[config.mk]
export PLATFORM = sky130hd
export DESIGN_NAME = apb_master_seq
export DESIGN_NICKNAME = d
export VERILOG_FILES = /design/src/rtl/apb_master_seq.sv
export SDC_FILE = /design/constraint.sdc
export NUM_CORES = 1
export LEC_CHECK = 0
export ABC_AREA = 1
export CAP_MARGIN = 20
export CORE_ASPECT_RATIO = 1.5
export CORE_MARGIN = 4
export CORE_UTILIZATION = 38
export CTS_BUF_LIST = sky130_fd_sc_hd__clkbuf_16
export CTS_CLUSTER_SIZE = 10
export DETAILED_ROUTE_END_ITERATION = 8
export PLACE_DENSITY_LB_ADDON = 0.25
export SLEW_MARGIN = 20
export SYNTH_ARGS = -nofsm -noshare
export SYNTH_HDL_FRONTEND = slang
export SYNTH_SLANG_ARGS = --single-unit
[constraint.sdc]
create_clock -name CLK -period 1.75 [get_ports CLK]
set_input_delay 0.35 -clock CLK [delete_from_list [all_inputs] [get_ports CLK]]
set_output_delay 0.35 -clock CLK [all_outputs]
set_load 0.05 [all_outputs]
[src/rtl/apb_master_seq.sv]
// Single-outstanding APB master: valid/ready command in, IDLE->SETUP->ACCESS out, one-cycle response strobe.
// Optional ACCESS wait limit is compiled in with `define APB_TIMEOUT_EN (default build waits indefinitely).
`timescale 1ns/1ps
module apb_master_seq #(
  parameter int ADDR_W  = 32,
  parameter int DATA_W  = 32,
  parameter int SEL_LSB = 12,
  parameter int TIMEOUT = 16
) (
  input  logic              CLK,
  input  logic              RST,
  input  logic              cmd_valid,
  output logic              cmd_ready,
  input  logic              cmd_write,
  input  logic [ADDR_W-1:0] cmd_addr,
  input  logic [DATA_W-1:0] cmd_wdata,
  output logic              rsp_valid,
  output logic [DATA_W-1:0] rsp_rdata,
  output logic              rsp_err,
  output logic [7:0]        PSEL,
  output logic              PENABLE,
  output logic              PWRITE,
  output logic [ADDR_W-1:0] PADDR,
  output logic [DATA_W-1:0] PWDATA,
  input  logic [DATA_W-1:0] PRDATA,
  input  logic              PREADY,
  input  logic              PSLVERR
);

  typedef enum logic [1:0] {S_IDLE, S_SETUP, S_ACCESS} state_t;

  state_t              state_q, state_d;
  logic [2:0]          idx_q;
  logic                pwrite_q;
  logic [ADDR_W-1:0]   paddr_q;
  logic [DATA_W-1:0]   pwdata_q;
  logic                rsp_valid_q;
  logic [DATA_W-1:0]   rsp_rdata_q;
  logic                rsp_err_q;
  logic                accept;
  logic                done_ok;
  logic                tmo;

  assign accept  = (state_q == S_IDLE) && cmd_valid;
  assign done_ok = (state_q == S_ACCESS) && PREADY;

`ifdef APB_TIMEOUT_EN
  localparam int CNT_W = $clog2(TIMEOUT + 1);
  logic [CNT_W-1:0] cnt_q, cnt_d;

  // Abort fires on the ACCESS cycle that would be the TIMEOUT-th one without PREADY.
  assign tmo = (state_q == S_ACCESS) && !PREADY && (cnt_q == CNT_W'(TIMEOUT - 1));

  always_comb begin
    cnt_d = cnt_q;
    if (accept)
      cnt_d = '0;
    else if ((state_q == S_ACCESS) && !PREADY)
      cnt_d = cnt_q + CNT_W'(1);
  end

  always_ff @(posedge CLK) begin
    if (RST) cnt_q <= '0;
    else     cnt_q <= cnt_d;
  end
`else
  assign tmo = (TIMEOUT < 0);
`endif

  always_ff @(posedge CLK) begin
    if (RST) state_q <= S_IDLE;
    else     state_q <= state_d;
  end

  always_comb begin
    state_d = state_q;
    case (state_q)
      S_IDLE:   if (accept) state_d = S_SETUP;
      S_SETUP:  state_d = S_ACCESS;
      S_ACCESS: if (done_ok || tmo) state_d = S_IDLE;
      default:  state_d = S_IDLE;
    endcase
  end

  always_comb begin
    cmd_ready = (state_q == S_IDLE);
    PENABLE   = (state_q == S_ACCESS);
    PSEL      = 8'h00;
    if ((state_q == S_SETUP) || (state_q == S_ACCESS))
      PSEL = 8'h01 << idx_q;
  end

  // Command fields are held from acceptance until the next command.
  always_ff @(posedge CLK) begin
    if (RST) begin
      idx_q       <= '0;
      pwrite_q    <= 1'b0;
      paddr_q     <= '0;
      pwdata_q    <= '0;
      rsp_valid_q <= 1'b0;
      rsp_rdata_q <= '0;
      rsp_err_q   <= 1'b0;
    end else begin
      rsp_valid_q <= 1'b0;
      if (accept) begin
        idx_q    <= cmd_addr[SEL_LSB+2:SEL_LSB];
        pwrite_q <= cmd_write;
        paddr_q  <= cmd_addr;
        pwdata_q <= cmd_wdata;
      end
      if (done_ok) begin
        rsp_valid_q <= 1'b1;
        rsp_rdata_q <= pwrite_q ? '0 : PRDATA;
        rsp_err_q   <= PSLVERR;
      end else if (tmo) begin
        rsp_valid_q <= 1'b1;
        rsp_rdata_q <= '0;
        rsp_err_q   <= 1'b1;
      end
    end
  end

  assign PWRITE    = pwrite_q;
  assign PADDR     = paddr_q;
  assign PWDATA    = pwdata_q;
  assign rsp_valid = rsp_valid_q;
  assign rsp_rdata = rsp_rdata_q;
  assign rsp_err   = rsp_err_q;

endmodule

# Word-level counts from Yosys, hierarchy flattened
# Index checks and enable logic that the tools add are counted.
# word_totals
register_bits	104
input_bits	102
output_inout_bits	109
wordCells	24
# classes
n_eq_ne	4
shifts	1
muxes	6
reduce_logical	5
# ops
cell	n
$mux W32	1
$mux W8	1
$shl A1 B3 Y8 const A	1
$pmux W2 S3	1
$mux W2	2
$ne A2 B1 Y1 const B	2
$eq A2 B1 Y1 const B	1
$eq A2 B2 Y1 const B	1
$logic_and A1 B1 Y1	2
$logic_not A2 Y1	1
$reduce_and A2 Y1	1
$logic_or A1 B1 Y1	1
$mux W1	1

# Longest topological paths before layout
# logic_depth
depth_word	4
mapped_depth	7
ltp_nobuf	6

# Worst setup path before layout
# No wires, ideal clock.
# synth_timing
path_type	register to output
start	reg PADDR[14] (netlist name)
end	out PSEL[4]
arrival_ns	1.508
t_required_ns	1.400
setup_slack_ns	-0.108
stages_incl_launch_ff	3
n_path_buf	0
cell_sequence	dfxtp_1 nand2_1 nor2_1
# synth_rtl
item	line_no	text
to (decl)	20	output logic [7:0] PSEL,

# Final worst setup path
# layout_timing
start	reg state_q[1]
end	out PSEL[6]
# layout_between
elab_chain_len	3
word_cells_on_any_way	4
classes_between	eq/ne (2); mux (1); reduce/logical (1)
# layout_rtl
item	line_no	text
from (decl)	32	state_t state_q, state_d;
from (signal assigned)	72	else state_q <= state_d;
$eq A2 B1 Y1 / $eq A2 B2 Y1 (equally long branches)	89	if ((state_q == S_SETUP) || (state_q == S_ACCESS))
$logic_or A1 B1 Y1 (*)	89	
$mux W8 (*)	89	
# Mark *: on every way between the ends. The rest lies on a longest branch, timed or not.

==> impl_metrics.ini <==
[run_status]
status = finished with violations
violations = negative setup slack

[yosys]
synthTopCellsByArea = dfxtp_1, nor2_1, o21ai_0, o21ai_2, nand2_1
syn_avg_cell_area_sq_um = 8.17
synth_seq_area_share_pct = 53.2
post_synth_num_cell_types = 20
synth_seq_cells = 101
yosysMostFrequentCell = nor2_1
yosys.area.top_type = dfxtp_1
synthesis.nets = 570
synth_commonest_cells = nor2_1, dfxtp_1, o21ai_0
synth_edf_count = 0
synthArstFlopShare_pct = 0
ys.flop_type = dfxtp_1
synth_cells = 465
ys_warn_count = 0
netlist.area_leader.share_pct = 53.2
netlist_area_sq_um = 3800

[cts]
cts.htree.levels = 3
clockBufferDepth = 2
insertion_delay_ns = 0.34
cts_root_buf = clkbuf_16
numCtsBuffers = 9
cts_hold_buf = 0
clkTransAtPathRegs_ns = 0.07
cts.sinks = 101
cts_tree = yes

[placement]
post-place-ws_ns = -0.0112
place_area_sq_um = 5820
dp_hpwl_um = 8360
gp_congestion = 0.776
portBuffers = 210

[pwr]
p_int_uw = 4440
p_sw_uw = 2460
clockPowerShare_pct = 28.2
power.density_nw_per_um2 = 1110
vdd_drop_max_mv = 0.541
swShare_pct = 35.6
pwr-share-comb_pct = 33.3
seq_power_share_pct = 38.5
p_leak_uw = 0.00273

[sta]
hold_slack_ns = 0.484
setup_violations = 5
fin_crit_ns = 1.76
final.setup.tns_ns = -0.0468
maxSlewViolCount = 0
period_share_pct = 101
rsz0062_at_grt = yes
clock_skew_ns = 0.00681
finalHoldViolCount = 0
maxSlewHeadroom_pct = 66.6
fin_ws_ns = -0.0114
tightest_slew_ns = 0.501
max_freq_ghz = 0.568

[routing]
wl_um = 11200
drc = 0
ant_nets = 0
vias = 3777
routedWlPerCell_um = 14.2
dr.pass1.iters = 4
first_iter_violations = 127
avgViaCountPerCell = 4.80

[global_route]
grt-ovfl-total = 0
antenna_found_initial = 0
grt_use_total_pct = 18.6
grt_pass1_vias = 3652
grt_max_degree = 61
grt_pass1_wl_um = 17200

[setup_path]
cpMaxStageDelayCell = dfxtp_2
worstSetupStartpointType = register
reg2reg_to = PADDR[3]$_SDFFE_PP0P_
regToRegSetupSlack_ns = 0.27
timing.rr.start = state_q[1]$_SDFFE_PP0P_
crit_arrival_ns = 1.41
cp-end-kind = output pin
cp_num_buf_inv = 2
crit_family = flip-flops
required_ns = 1.40
crit_type = reg2out
crit_chain = inv_2 > ha_4 > nand2_4 > nor2_4 > buf_12
reg2regPathDepth = 6
cpPeakStageDelay_ns = 0.35
critPathMaxFanout = 4

[floorplan]
die_h_um = 130
dieArea_sq_um = 11700
die_w_um = 89.6
row_count = 44
initial_core_util_pct = 39.0
coreArea_sq_um = 9740
io_pins = 211

[hold_path]
hold_path_end = PWDATA[21]$_SDFFE_PP0P_
holdPathStages = 2
hold_class = reg2reg
hold_start = PWDATA[21]$_SDFFE_PP0P_

[layout]
area_delta_synth_final_pct = 63.9
drive_above_1_share_pct = 27.7
stdcell_area_sq_um = 6220
nets = 772
fillers = 849
insertedDiodeCount = 0

[run]
cap_violations = 0
flip-flops by register name, summed over array words and instances, names as in the netlist:
signal     flops
PADDR         30
PWDATA        32
state_q        2
idx_q          2
rsp_err        1
rsp_rdata     32
PWRITE         1
rsp_valid      1
layout by cell type (no fill, tap or decap):
cell type	instances
inv_4	1
nor2_4	8
ha_1	2
a21oi_1	6
o21ai_0	63
nand3b_1	1
nand2_8	1
clkdlybuf4s50_1	101
nand3_1	32
o21ai_1	6
dfxtp_2	2
nor2_1	125
ha_4	1
nand2_4	1
o21ai_2	29
clkinvlp_4	2
buf_12	14
inv_1	7
dfxtp_1	99
clkinv_2	2
clkbuf_16	9
nand2_1	42
clkinv_4	1
buf_4	108
nand2_2	3
inv_2	3
bufinv_16	1
clkinv_1	2
what timing repair did:
action,in CTS,in global routing
setup endpoints to repair,8,8
pin swaps,8,2
buffers inserted,2,1
resized for setup,22,0
power groups by stage:
stage               logic (uW)  clock network (uW)  registers (uW)
floorplan                  666                   0            3460
global placement          2210                   0            2690
detailed placement        2230                   0            2700
CTS                       2320                2000            2660
global route              2450                2090            2680
finish                    2300                1950            2650
how the worst max path moves through the flow:
stage	cells past startpoint	slack, ns	start	endpoint
2_1_floorplan	2	-0.11	PADDR[14]$_SDFFE_PP0P_	PSEL[4]
3_3_place_gp	5	0.08	cmd_valid	PADDR[21]$_SDFFE_PP0P_
3_5_place_dp	5	-0.01	cmd_valid	PADDR[3]$_SDFFE_PP0P_
4_1_cts	5	-0.03	state_q[1]$_SDFFE_PP0P_	PSEL[4]
5_1_grt	5	-0.07	state_q[1]$_SDFFE_PP0P_	PSEL[6]
6_report	5	-0.01	state_q[1]$_SDFFE_PP0P_	PSEL[6]
logic make-up after synthesis:
| kind of cell | after synthesis | synth area share, % |
|---|---|---|
| compound gates | 104 | 16.6 |
| fa+ha+maj | 3 | 0.989 |
| buf+inv | 44 | 6.79 |
| flops | 101 | 53.2 |
| simple gates | 213 | 22.4 |
routing by layer:
metal | share of wire [%] | global-route usage (%)
met1 | 37 | 20.8
met3 | 10 | 6.09
met5 | 0 | 0
met4 | 2.3 | 8.41
met2 | 50 | 31.7
worst register-to-register path, stage by stage, from the launching register on:
cell,delay (ns)
dfxtp_2,0.35
inv_2,0.06
ha_4,0.17
nand2_2,0.08
buf_4,0.44
o21ai_0,0.18
nor2_1,0.14
through the flow:
step	power (uW)	utilization, %	std cells
finish	6900	63.9	787
global route	7220	63.9	787
CTS	6970	63.8	786
detailed placement	4940	59.7	768
global placement	4900	59.7	768
floorplan	4120	-	465
final cells by class:
cell class / instances / area, sq um / share of cell area, %
clock buffer: 9 / 225 / 3.62
sequential: 101 / 2020 / 32.5
clock inverter: 7 / 66.3 / 1.07
inverter: 12 / 48.8 / 0.784
tap: 115 / 144 / 2.31
multi-input combinational: 320 / 1610 / 25.9
timing repair buffer: 223 / 2100 / 33.8
Note: power is estimated with default switching activity, not from simulation.
